## src/rtl/proc_param_if.sv

```systemverilog
// Processor bus-side signals: instruction/immediate input, run request,
// completion strobe, shared bus value and zero flag.
interface proc_param_if #(parameter int DW = 16);
   logic [DW-1:0] DIN;
   logic          Run;
   logic          Done;
   logic [DW-1:0] BusWires;
   logic          Zero;

   modport master (output DIN, output Run, input Done, input BusWires, input Zero);
   modport slave  (input DIN, input Run, output Done, output BusWires, output Zero);
endinterface

```

## src/rtl/proc_param.sv

```systemverilog
// Parametrised multicycle bus processor: mv/mvi/add/sub/and/or/mvnz over a
// one-hot bus shared by DIN, G and the register file.
module proc_param #(
   parameter int DW = 16,
   parameter int RB = 3
) (
   input logic         Clock,
   input logic         Reset,
   proc_param_if.slave io
);
   localparam int IRW  = 3 + 2*RB;
   localparam int NREG = 2**RB;

   typedef enum logic [1:0] {T0, T1, T2, T3} step_t;
   typedef enum logic [2:0] {
      OP_MV, OP_MVI, OP_ADD, OP_SUB, OP_AND, OP_OR, OP_MVNZ, OP_RSV
   } op_t;

   step_t                    step, step_nx;
   logic [IRW-1:0]           ir;
   op_t                      op;
   logic [RB-1:0]            rx, ry;
   logic [NREG-1:0][DW-1:0]  r;
   logic [DW-1:0]            a, g, alu, bus_val;
   logic                     zero;

   logic                     ir_in, a_in, g_in, din_out, g_out, done;
   logic [NREG-1:0]          r_in, r_out;

   assign op = op_t'(ir[IRW-1 -: 3]);
   assign rx = ir[2*RB-1 -: RB];
   assign ry = ir[RB-1:0];

   always_ff @(posedge Clock or posedge Reset) begin
      if (Reset) step <= T0;
      else       step <= step_nx;
   end

   // Control: every select line defaults low, so T0 leaves the bus at zero.
   always_comb begin
      step_nx = step;
      ir_in   = 1'b0;
      a_in    = 1'b0;
      g_in    = 1'b0;
      din_out = 1'b0;
      g_out   = 1'b0;
      done    = 1'b0;
      r_in    = '0;
      r_out   = '0;
      case (step)
         T0: if (io.Run) begin
            ir_in   = 1'b1;
            step_nx = T1;
         end
         T1: begin
            case (op)
               OP_MV: begin
                  r_out[ry] = 1'b1;
                  r_in[rx]  = 1'b1;
                  done      = 1'b1;
               end
               OP_MVI: begin
                  din_out  = 1'b1;
                  r_in[rx] = 1'b1;
                  done     = 1'b1;
               end
               OP_MVNZ: begin
                  r_out[ry] = 1'b1;
                  r_in[rx]  = ~zero;
                  done      = 1'b1;
               end
               OP_RSV: done = 1'b1;
               default: begin
                  r_out[rx] = 1'b1;
                  a_in      = 1'b1;
                  step_nx   = T2;
               end
            endcase
         end
         T2: begin
            r_out[ry] = 1'b1;
            g_in      = 1'b1;
            step_nx   = T3;
         end
         T3: begin
            g_out    = 1'b1;
            r_in[rx] = 1'b1;
            done     = 1'b1;
         end
         default: step_nx = T0;
      endcase
      if (done) step_nx = T0;
   end

   // Bus is an AND-OR of one-hot selects; nothing selected yields zero.
   always_comb begin
      bus_val = '0;
      if (din_out) bus_val = bus_val | io.DIN;
      if (g_out)   bus_val = bus_val | g;
      for (int i = 0; i < NREG; i++)
         if (r_out[i]) bus_val = bus_val | r[i];
   end

   always_comb begin
      case (op)
         OP_ADD:  alu = a + bus_val;
         OP_SUB:  alu = a - bus_val;
         OP_AND:  alu = a & bus_val;
         default: alu = a | bus_val;
      endcase
   end

   always_ff @(posedge Clock or posedge Reset) begin
      if (Reset) begin
         ir   <= '0;
         a    <= '0;
         g    <= '0;
         r    <= '0;
         zero <= 1'b1;
      end else begin
         if (ir_in) ir <= io.DIN[IRW-1:0];
         if (a_in)  a  <= bus_val;
         if (g_in) begin
            g    <= alu;
            zero <= (alu == '0);
         end
         for (int i = 0; i < NREG; i++)
            if (r_in[i]) r[i] <= bus_val;
      end
   end

   assign io.Done     = done;
   assign io.BusWires = bus_val;
   assign io.Zero     = zero;
endmodule
```

## src/flat_wrapper.sv

```systemverilog
// flat-port wrapper written by rule: the top's interface ports become plain ports
module proc_param_flat 
#(
   parameter int DW = 16,
   parameter int RB = 3
)
  (Clock, Reset, io_DIN, io_Run, io_Done, io_BusWires, io_Zero);
  proc_param_if #(.DW(DW)) io_i ();
  input logic Clock;
  input logic Reset;
  input wire logic [$bits(io_i.DIN)-1:0] io_DIN;
  input wire logic [$bits(io_i.Run)-1:0] io_Run;
  output wire logic [$bits(io_i.Done)-1:0] io_Done;
  output wire logic [$bits(io_i.BusWires)-1:0] io_BusWires;
  output wire logic [$bits(io_i.Zero)-1:0] io_Zero;
  assign io_i.DIN = io_DIN;
  assign io_i.Run = io_Run;
  assign io_Done = io_i.Done;
  assign io_BusWires = io_i.BusWires;
  assign io_Zero = io_i.Zero;
  proc_param #(.DW(DW), .RB(RB)) u_core (.Clock(Clock), .Reset(Reset), .io(io_i));
endmodule
```

## config.mk

```make
export PLATFORM = sky130hd
export DESIGN_NAME = proc_param_flat
export DESIGN_NICKNAME = d
export VERILOG_FILES = /design/src/rtl/proc_param_if.sv /design/src/rtl/proc_param.sv /design/src/flat_wrapper.sv
export SDC_FILE = /design/constraint.sdc
export NUM_CORES = 1
export LEC_CHECK = 0
export CORE_MARGIN = 1
export CORE_UTILIZATION = 30
export DETAILED_ROUTE_END_ITERATION = 10
export SLEW_MARGIN = 15
export SYNTH_ARGS = -nofsm -noshare
export SYNTH_HDL_FRONTEND = slang
export SYNTH_SLANG_ARGS = --single-unit
```

## constraint.sdc

```tcl
create_clock -name Clock -period 6.5 [get_ports Clock]
set_input_delay 1.3 -clock Clock [delete_from_list [all_inputs] [get_ports Clock]]
set_output_delay 1.3 -clock Clock [all_outputs]
set_load 0.005 [all_outputs]
```

* After elaboration in Yosys (flattened, before gate mapping) *
Cells that the tools add are included.
Widths: inputs -> output; s select.

storage, ports and cells
  register bits = 172
  logic and storage cells = 87
  output and inout bits = 18

cells by class
  order comparisons = 4
  bitwise gates (word level) = 13
  add/sub/neg operators = 2
  equal/unequal tests = 11
  mux-type cells = 33
  reduce and logical (&&, ||, !) cells = 11

operators by type and width
  cell                number
  $mux 16             10
  $or 16x16->16       10
  $pmux 8 s2          4
  $pmux 16 s3         1
  $add 16x16->16      1
  $and 16x16->16      1
  $logic_not 16->1    1
  $sub 16x16->16      1
  $mux 1              11
  $eq 3x3->1 const B  3
  $and 8x8->8         1
  $lt 3x4->1 const B  2
  $demux 1 s3         2
  $eq 3x2->1 const B  2
  $ge 3x1->1 const B  2
  $mux 2              3
  $ne 3x3->1 const B  2
  $pmux 2 s3          1
  $reduce_or 2->1     3
  $eq 2x2->1 const B  2
  $reduce_bool 4->1   1
  $reduce_or 4->1     1
  $eq 3x1->1 const B  1
  $logic_not 3->1     1
  other kinds (6)     7

* Depth between registers and ports, before layout *
Gate-level depths: netlist of run 1.

  depth in word-level cells = 25
  mapped depth = 26
  depth with buffers taken out = 24

* Worst setup path before layout of run 1 *
Ideal clock, no wire load.

  path kind = register -> register
  from = register u_core.step[0]
  to = register u_core.g[15]
  clock period less this slack = 5.387 ns
  cell stages (with the launch flop) = 25
  setup slack = 1.113 ns
  path buffers = 2
  setup time = 0.125 ns
  arrival = 5.263 ns
  cell sequence = dfrtp_1 -> inv_1 -> ha_1 -> clkbuf_1 -> nand3_1 -> o21ai_1 -> a21o_1 -> a221o_1 -> a21oi_1 -> nor2b_1 -> clkbuf_1 -> ha_1 -> nor2_1 -> a21o_1 -> ha_1 -> nor2b_1 -> o31a_1 -> o211a_1 -> nor4b_1 -> o31a_1 -> nand3_1 -> mux2i_1 -> o32ai_1 -> a2111o_1 -> mux2_2

on the way
  cells in the longest elaborated chain, start to end = 23
  elaborated cells on any way between the ends = 31

RTL lines
  item                                          line               RTL
  start, declared                               proc_param.sv:19   step_t step, step_nx;
  start signal, assigned                        proc_param.sv:36   else step <= step_nx;
  $eq 2x1->1                                    proc_param.sv:50   case (step)
  $mux 1                                        proc_param.sv:50
  $mux 16                                       proc_param.sv:98   if (din_out) bus_val = bus_val | io.DIN;
  $or 16x16->16                                 proc_param.sv:99   if (g_out) bus_val = bus_val | g;
  $mux 16                                       proc_param.sv:99
  $or 16x16->16                                 proc_param.sv:101  if (r_out[i]) bus_val = bus_val | r[i];
  $mux 16                                       proc_param.sv:101
  $or 16x16->16                                 proc_param.sv:101
  [... 7 more ...]                              n/a
  $or 16x16->16                                 proc_param.sv:101
  $mux 16                                       proc_param.sv:101
  $or 16x16->16                                 proc_param.sv:101
  $mux 16                                       proc_param.sv:101
  $or 16x16->16                                 proc_param.sv:101
  $mux 16                                       proc_param.sv:101
  $sub 16x16->16, or another cell as far along  proc_param.sv:107  OP_SUB: alu = a - bus_val;
  $pmux 16 s3                                   proc_param.sv:105  case (op)
  end signal, assigned                          proc_param.sv:124  g <= alu;
  end, declared                                 proc_param.sv:24   logic [DW-1:0] a, g, alu, bus_val;

Several ways; a longest one is shown, not always the timed one.
A chain may end at the register's enable or synchronous reset.

* Worst setup path after layout of run 1 *
  from = register u_core.step[1]
  to = register u_core.zero (netlist: u_core.io.Zero)

on the way
  cells in the longest elaborated chain, start to end = 24
  elaborated cells on any way between the ends = 32

RTL lines
  item                                          line               RTL
  $eq 2x1->1                                    proc_param.sv:50
  $mux 1                                        proc_param.sv:50
  $mux 16                                       proc_param.sv:98
  $or 16x16->16                                 proc_param.sv:99
  $mux 16                                       proc_param.sv:99
  $or 16x16->16                                 proc_param.sv:101
  $mux 16                                       proc_param.sv:101
  $or 16x16->16                                 proc_param.sv:101
  [... 8 more ...]                              n/a
  $mux 16                                       proc_param.sv:101
  $or 16x16->16                                 proc_param.sv:101
  $mux 16                                       proc_param.sv:101
  $or 16x16->16                                 proc_param.sv:101
  $mux 16                                       proc_param.sv:101
  $sub 16x16->16, or another cell as far along  proc_param.sv:107
  $pmux 16 s3                                   proc_param.sv:105
  $logic_not 16->1                              proc_param.sv:125  zero <= (alu == '0);
  end signal, assigned                          proc_param.sv:125
  end, declared                                 proc_param.sv:25   logic zero;

Several ways; a longest one is shown, not always the timed one.

==> impl_metrics.tcl, run 1 <==
set metrics [dict create \
    fin_setup_tns_ps 0 \
    rsz0062_at_grt "no" \
    clk_path_buf_depth 2 \
    relSlewSlack_pct 27.9 \
    crit_cells 24 \
    netlist_area_um2 10400 \
    worstSetupEndpointType "flip-flop" \
    cp_common_cell "buf_4" \
    hpwl_mm 27.2 \
    drive_gt1_share_pct 13.1 \
    drt-total-wl_mm 37.4 \
    post_dp_cell_area_um2 11600 \
    place_congestion 0.961 \
    worstPathRequired_ps 6860 \
    synth-simple-area-share_pct 19.0 \
    hold_class "flip-flop to flip-flop" \
    fmax_ghz 0.164 \
    yosysTopAreaCellShare_pct 41.0 \
    firstDrtPassIters 6 \
    core_um2 33900 \
    maxCapViolations 0 \
    overflow 0 \
    critical_path_arrival_ps 6440 \
    grt_pass1_wl_mm 57.2 \
    path_max_fanout 16 \
    start_util_pct 30.8 \
    synth_edf_count 0 \
    cts-root-buf "clkbuf_16" \
    holdPathEnd "u_core.r[22]" \
    io_pins 37 \
    yosysUniqueCellTypes 88 \
    r2r_start "u_core.step[1]" \
    synth_top_area_cell "dfrtp_1" \
    cts_buffers 17 \
    seqCellArea_um2 4310 \
    drt-wirelength-per-cell_um 22.2 \
    cts_max_level 4 \
    grt_pass1_vias 9267 \
    globalRouteTotalUtil_pct 21.3 \
    synth_top_family_by_area "compound AO/OA/AOI/OAI gates" \
    vias 9639 \
    avgSynthCellArea_um2 8.77 \
    fin_area_um2 12100 \
    reg2reg_depth 24 \
    clk_latency_ps 440 \
    yosys.area_share.adder_pct 3.05 \
    slowest_delay_ps 500 \
    synth_nets 1232 \
    synth_seq_area_share_pct 41.3 \
    n_antenna_cell 0 \
    cts.clk_slew.worst_paths_ps 80 \
    rows 67 \
    ant_nets 0 \
    fp.dieH_um 188 \
    async_flop_share_pct 100 \
    postCtsSetupBuffers 0 \
    finalClockSkew_ps 14.3 \
    ys_warn_count 0 \
    ys_top_cells_by_area "dfrtp_1 41%, a21oi_1 6.0%, nor2_1 4.9%" \
    r2r-end "u_core.io.Zero" \
    dieArea_um2 35500 \
    critical-path-top-delay-family "compound AO/OA/AOI/OAI gates" \
    syn_inst 1189 \
    crit_type "flip-flop to flip-flop" \
    critPathLaunch "u_core.step[1]" \
    cp_cell_sequence "inv_1 > ha_1 > buf_4 > nor4bb_4 > buf_4 > a222oi_1 > o2111ai_1 > a2111oi_2 > buf_4 > ha_1 > nor2_1 > xnor2_1 > ha_1 > o21a_1 > o31a_1 > o21ai_0 > nor2b_1 > xnor2_1 > a221oi_1 > o211ai_1 > nor4_1 > buf_4 > nand4_1 > o32ai_2" \
    synth_compound_area_share_pct 22.8 \
    grt_start_max_net_pins 79 \
    drv_slew 0 \
    port_buffers 36 \
    hold_path_depth 2 \
    synth_mux_area_share_pct 6.23 \
    yosys_most_used_dff "dfrtp_1" \
    multiInputGateArea_um2 5640 \
    cts_tree "yes" \
    vias_per_cell 5.72 \
    antenna_found_initial 1 \
    hold_viol_final 0 \
    reg2reg_slack_ps 420 \
    cts.sinks 172 \
    start_kind "flip-flop" \
    fillCellCount 3483 \
    fin_crit_sh_pct 93.6 \
    drt_iter0_markers 1188 \
    syn_to_final_growth_pct 16.3 \
    nets 1269 \
    critPathSlowestCell "a221oi_1" \
    fin_crit_ps 6080 \
    worst_slew_pin_slew_ps 1080 \
    status "finished clean" \
    drcViolationCount 0 \
    cp.buffers_inverters 5 \
    min_from "u_core.r[22]" \
    ys_ff_latch 172 \
    die_w_um 188 \
    setup_viol 0 \
    yosys.area_share.xor_xnor_pct 2.50 \
    synthTopCellsByCount "171 x dfrtp_1, 135 x nor2_1, 126 x a21oi_1" \
    synth.most_common_cell "dfrtp_1" \
    cts-hold-fix-buffers 0 \
]
## worst max path at each step
stage	slack (ps)	end
after floorplan	540	u_core.a[0]
after global placement	240	u_core.g[15]
after detailed placement	170	u_core.g[15]
after CTS	420	u_core.g[15]
after global routing	50	u_core.io.Zero
final	420	u_core.io.Zero
## flip-flops by register name, summed over array words and instances (netlist names)
name,cells
u_core.r,128
u_core.io.Zero,1
u_core.a,16
u_core.ir,9
u_core.g,16
u_core.step,2
## cell families (layout without fill, tap and decap cells)
family,after synthesis,in the layout
compound gates,368,368
xor+xnor,28,28
fa+ha+maj,25,25
buf+inv,129,178
flops,172,172
mux,56,56
simple gates,411,411
## worst reg2reg max path, cell delays in order (launching register included)
cell and delay (ps):
dfrtp_1 400, inv_1 80, ha_1 420, buf_4 270, nor4bb_4 160, buf_4 230, a222oi_1 330, o2111ai_1 190
a2111oi_2 380, buf_4 230, ha_1 270, nor2_1 110, xnor2_1 140, ha_1 330, o21a_1 180, o31a_1 150
o21ai_0 240, nor2b_1 200, xnor2_1 90, a221oi_1 500, o211ai_1 260, nor4_1 330, buf_4 190, nand4_1 110
o32ai_2 230
## placed cells by master, fill, tap and decap left out, drive strengths merged, types with 9 or more instances in the layout
master,count
o21ai,100
and3,20
a21oi,127
nor3b,9
mux2,21
nand4,9
a221oi,9
mux2i,30
nor2b,10
buf,75
nand2,118
a22oi,19
xnor2,22
and4,9
a22o,14
nor2,135
dfrtp,171
ha,23
inv,45
nor3,28
nand3,27
a21o,10
clkdlybuf4s50,36
clkbuf,17
## final cells by class
class | instances | share of cell area, %
sequential | 172 | 35.5
timing repair buffer | 111 | 7.61
clock inverter | 14 | 1.05
multi-input combinational | 888 | 46.5
tap | 448 | 4.62
inverter | 36 | 1.16
clock buffer | 17 | 3.51
## what timing repair did
| action | in CTS | in global routing |
|---|---|---|
| setup endpoints to repair | 0 | 2 |
| resized for setup | 0 | 2 |
| hold endpoints to repair | 0 | 0 |
## layer usage
metal	wire [um]	global-route usage, %	vias to the layer above
met5	9	0	-
li1	-	-	4375
met3	3310	4.47	70
met1	16700	30.2	4691
met2	16200	31.5	501
met4	1200	8.16	2
## stage by stage
step                      setup WS [ps]  hold slack [ps]  std cells  util, %
final                               418              496       1686     35.8
after floorplan                     542              446       1189        -
after detailed placement            173              475       1655     34.1
after CTS                           416              491       1686     35.8
after global placement              243              468       1655     34.1
after global routing               53.3              510       1686     35.8
Power of run 1 is not shown: default switching activity piles up to over one toggle a cycle in this logic, so the estimate is an artifact.
==> inputs of run 2 (changes only) <==
MAX_ROUTING_LAYER = met4   (was unset)
==> impl_metrics.tcl, run 2 (synthesis gave the netlist of run 1 again) <==
set metrics [dict create \
    cts.clk_slew.worst_paths_ps 70 \
    cts_buffers 17 \
    fillCellCount 3467 \
    finalClockSkew_ps 12.9 \
    slowest_delay_ps 410 \
    vias_per_cell 5.73 \
    nets 1266 \
    relSlewSlack_pct 36.6 \
    clk_path_buf_depth 2 \
    top_regs "u_core.r x128, u_core.a x16, u_core.g x16" \
    worstSetupEndpointType "flip-flop" \
    critical_path_arrival_ps 6390 \
    rows 67 \
    grt_pass1_vias 9284 \
    grt_start_max_net_pins 98 \
    n_antenna_cell 0 \
    crit_cells 23 \
    met3_usage_pct 4.30 \
    fin_crit_sh_pct 93.2 \
    hpwl_mm 27.4 \
    hold_class "flip-flop to flip-flop" \
    cts-root-buf "clkbuf_16" \
    setup_viol 0 \
    drt-wirelength-per-cell_um 22.4 \
    top_register "u_core.r" \
    path_max_fanout 15 \
    drt_iter0_markers 1005 \
    die_w_um 188 \
    final_common_cell "dfrtp_1" \
    start_kind "flip-flop" \
    hold_viol_final 0 \
    drcViolationCount 0 \
    firstDrtPassIters 8 \
    crit_type "flip-flop to flip-flop" \
    grt_use_met1_pct 30.8 \
    cts.sinks 172 \
    cts_max_level 4 \
    drt-total-wl_mm 37.8 \
    vias 9655 \
    clk_latency_ps 450 \
    overflow 0 \
    rsz0062_at_grt "no" \
    drv_slew 0 \
    dieArea_um2 35500 \
    start_util_pct 30.8 \
    worstPathRequired_ps 6830 \
    postCtsSetupBuffers 0 \
    fin_setup_tns_ps 0 \
    critPathSlowestCell "dfrtp_1" \
    drive_gt1_share_pct 12.9 \
    hold_path_depth 2 \
    largest_reg_flops 128 \
    top_usage_layer "met2" \
    status "finished clean" \
    grt_pass1_wl_mm 58.2 \
    fp.dieH_um 188 \
    seqCellArea_um2 4310 \
    grt_use_met2_pct 33.0 \
    antenna_found_initial 0 \
    cp.buffers_inverters 4 \
    fmax_ghz 0.165 \
    worst_slew_pin_slew_ps 951 \
    globalRouteTotalUtil_pct 22.4 \
    maxCapViolations 0 \
    final_cell_mix "171 x dfrtp_1, 133 x nor2_1, 126 x a21oi_1, 118 x nand2_1, 99 x o21ai_0" \
    io_pins 37 \
    core_um2 33900 \
    port_buffers 36 \
    critical-path-top-delay-family "simple AND/OR/NAND/NOR gates" \
    place_congestion 0.980 \
    cp_cell_sequence "inv_1 > ha_2 > buf_4 > nor2b_2 > and3_1 > a21o_1 > buf_4 > a22o_1 > nor4_2 > inv_1 > nor3_1 > and3_1 > a21oi_1 > xnor2_1 > ha_1 > a21o_1 > nor4b_2 > o31a_1 > nand3_1 > mux2i_1 > o32ai_1 > a2111o_1 > mux2_2" \
    multiInputGateArea_um2 5650 \
    cts_tree "yes" \
    fin_crit_ps 6060 \
    reg2reg_depth 23 \
    syn_to_final_growth_pct 16.9 \
    ant_nets 0 \
]
[run 2: cell count changes in the layout (fill, tap and decap cells not counted), sizes merged]
cell,change
inv,-8
clkbuf,+6
buf,-3
bufinv,+3
clkinv,+1
clkinvlp,-1
[run 2: metal layers]
layer / up-vias / share of wire [%]
li1: 4358 / -
met3: 68 / 8.3
met1: 4778 / 45
met4: 0 / 2.4
met2: 451 / 44
met5: - / 0
[run 2: what timing repair did]
item / in CTS / in global routing
gates resized for setup: 0 / 7
hold buffers: 0 / 0
setup endpoints to repair: 0 / 3
[run 2: cell type report]
| type | instances | area share, % |
|---|---|---|
| well taps | 448 | 4.60 |
| inverters | 36 | 1.15 |
| clock buffers | 23 | 3.84 |
| flip-flops and latches | 172 | 35.3 |
| repair buffers | 108 | 7.56 |
| multi-input cells | 888 | 46.4 |
| clock inverters | 9 | 1.12 |
[run 2: worst register-to-register path, cell delays in order (launching register included)]
cell	delay, ps
dfrtp_1	410
inv_1	120
ha_2	400
buf_4	230
nor2b_2	200
and3_1	310
a21o_1	240
buf_4	180
a22o_1	240
nor4_2	370
inv_1	190
nor3_1	290
and3_1	250
a21oi_1	100
xnor2_1	150
ha_1	310
a21o_1	190
nor4b_2	320
o31a_1	340
nand3_1	150
mux2i_1	170
o32ai_1	100
a2111o_1	400
mux2_2	270
[run 2: final timing paths]
kind                           startpoint           end  slack (ps)
setup reg to reg           u_core.step[0]  u_core.g[15]         440
setup / recovery           u_core.step[0]  u_core.g[15]         440
hold / removal               u_core.r[55]  u_core.r[55]         490
hold reg to reg              u_core.r[55]  u_core.r[55]         490
min in group asynchronous           Reset  u_core.r[97]        1430
max in group asynchronous           Reset  u_core.r[94]        3950
[run 2: metrics by stage]
stage / instance area, um^2 / hold WS [ps] / instances / util, % / setup WS (ps)
3_5_place_dp: 11600 / 471 / 1652 / 34.1 / 175
4_1_cts: 12200 / 487 / 1684 / 35.9 / 125
3_3_place_gp: 11500 / 468 / 1651 / 34.1 / 261
5_1_grt: 12200 / 517 / 1684 / 36.0 / 107
2_1_floorplan: 10400 / 446 / 1189 / - / 542
6_report: 12200 / 485 / 1684 / 36.0 / 445
Power of run 2 is left out for the same reason.
==> inputs of run 3 (changes only) <==
==> constraint.sdc (replaced) <==
create_clock -name Clock -period 6.5 [get_ports Clock]
set_input_delay 1.625 -clock Clock [delete_from_list [all_inputs] [get_ports Clock]]
set_output_delay 1.625 -clock Clock [all_outputs]
set_load 0.005 [all_outputs]
==> impl_metrics.tcl, run 3 (synthesis gave the netlist of run 1 again) <==
set metrics [dict create \
    top_register "u_core.r" \
    vias_per_cell 5.66 \
    cts-root-buf "clkbuf_16" \
    overflow 0 \
    drcViolationCount 0 \
    min_from "u_core.r[17]" \
    crit_type "input port to flip-flop" \
    grt_pass1_wl_mm 58.0 \
    cts.sinks 172 \
    drive_gt1_share_pct 14.7 \
    multiInputGateArea_um2 5660 \
    start_util_pct 30.8 \
    worstSetupEndpointType "flip-flop" \
    final_util_pct 36.5 \
    die_w_um 188 \
    r2r-end "u_core.g[15]" \
    io_pins 37 \
    drt_iter0_markers 1106 \
    final_cell_mix "171 x dfrtp_1, 133 x nor2_1, 126 x a21oi_1, 118 x nand2_1, 99 x o21ai_0" \
    r2r_start "u_core.ir[0]" \
    cp_cell_sequence "clkdlybuf4s50_1 > a22oi_1 > o211ai_1 > a2111oi_2 > nand4_1 > nor4_4 > and2_1 > a21oi_1 > xnor2_1 > ha_1 > and3_1 > o211a_1 > nor4b_2 > buf_4 > o31a_1 > nand2b_1 > mux2i_1 > o32ai_1 > a2111o_1 > mux2_2" \
    hold_class "flip-flop to flip-flop" \
    drt-total-wl_mm 37.8 \
    setup_viol 0 \
    slowest_delay_ps 460 \
    port_buffers 36 \
    reg2reg_slack_ps 370 \
    firstDrtPassIters 6 \
    fillCellCount 3484 \
    syn_to_final_growth_pct 18.6 \
    globalRouteTotalUtil_pct 22.3 \
    clk_latency_ps 450 \
    drv_slew 0 \
    top_regs "u_core.r x128, u_core.a x16, u_core.g x16" \
    hpwl_mm 27.4 \
    fin_setup_tns_ps 0 \
    reg2reg_depth 21 \
    post_dp_cell_area_um2 11700 \
    ant_nets 0 \
    dieArea_um2 35500 \
    fin_area_um2 12400 \
    place_congestion 0.975 \
    cp.buffers_inverters 2 \
    worst_slew_pin_slew_ps 1080 \
    fin_crit_ps 6150 \
    cts_max_level 4 \
    drt-wirelength-per-cell_um 22.1 \
    vias 9663 \
    grt_pass1_vias 9345 \
    nets 1290 \
    relSlewSlack_pct 27.6 \
    holdPathEnd "u_core.r[17]" \
    critPathSlowestCell "clkdlybuf4s50_1" \
    fp.dieH_um 188 \
    finalClockSkew_ps 13.8 \
    clk_path_buf_depth 2 \
    grt_start_max_net_pins 98 \
    cts_buffers 17 \
    critical-path-top-delay-family "compound AO/OA/AOI/OAI gates" \
    hold_viol_final 0 \
    maxCapViolations 0 \
    final_common_cell "dfrtp_1" \
    hold_path_depth 2 \
    critical_path_arrival_ps 6480 \
    core_um2 33900 \
    cts.clk_slew.worst_paths_ps 70 \
    start_kind "input port" \
    seqCellArea_um2 4310 \
    fmax_ghz 0.163 \
    rows 67 \
    fin_crit_sh_pct 94.6 \
    cts_tree "yes" \
    path_max_fanout 7 \
    cts-hold-fix-buffers 0 \
    status "finished clean" \
    rsz0062_at_grt "no" \
    worstPathRequired_ps 6830 \
    n_antenna_cell 0 \
    antenna_found_initial 0 \
    largest_reg_flops 128 \
]
run 3: cell count changes in the layout (fill, tap and decap cells not counted), moves of 2 or more:
| cell | previous run | this run |
|---|---|---|
| buf_12 | 1 | 3 |
| buf_4 | 70 | 93 |
| bufinv_16 | 3 | 1 |
| clkbuf_1 | 4 | 0 |
| ha_1 | 21 | 23 |
| ha_2 | 2 | 0 |
| inv_6 | 2 | 7 |
run 3: routing by layer:
layer,vias up,track usage (%),part of all wire [%]
li1,4424,-,-
met3,61,4.38,8.5
met1,4732,30.8,45
met2,446,32.2,44
met5,-,-,0
met4,0,7.79,2.5
run 3: what timing repair did:
item	CTS	global route
buffers inserted	0	3
gates resized for setup	0	4
hold endpoints to repair	0	0
endpoints found under the setup margin	0	2
run 3: metrics by stage:
| stage | std cells | hold WS, ps | setup WS [ps] |
|---|---|---|---|
| after floorplan | 1189 | 446 | 217 |
| after global placement | 1673 | 465 | -67.5 |
| after CTS | 1705 | 491 | 342 |
| after detailed placement | 1673 | 476 | -114 |
| final | 1708 | 489 | 350 |
| after global routing | 1708 | 531 | 46.6 |
run 3: area by class of cell:
cell class              instances  area share, %
well taps                     448           4.53
clock inverters                13           1.03
inverters                      36           1.13
flip-flops and latches        172           34.8
clock buffers                  19           3.66
repair buffers                132           9.05
multi-input cells             888           45.8
run 3: worst reg2reg max path: cells and delay by family (launching register included):
family | cells | cell delay (ps)
and+or+nand+nor | 8 | 2080
muxes | 2 | 410
adders and majority gates | 1 | 320
buffers and inverters | 2 | 260
AOI/OAI and AO/OA | 7 | 1990
DFF | 1 | 870
xor gates and xnor gates | 1 | 80
run 3: how the worst max path moves through the flow:
stage,startpoint,end,slack [ps],cells past startpoint
finish,io_DIN[2],u_core.g[15],350,20
global route,io_DIN[2],u_core.g[15],50,20
CTS,io_DIN[0],u_core.g[15],340,20
detailed placement,io_DIN[0],u_core.g[15],-110,20
global placement,io_DIN[0],u_core.g[15],-70,20
floorplan,Reset,u_core.a[0],220,1
Power of run 3 is left out for the same reason.
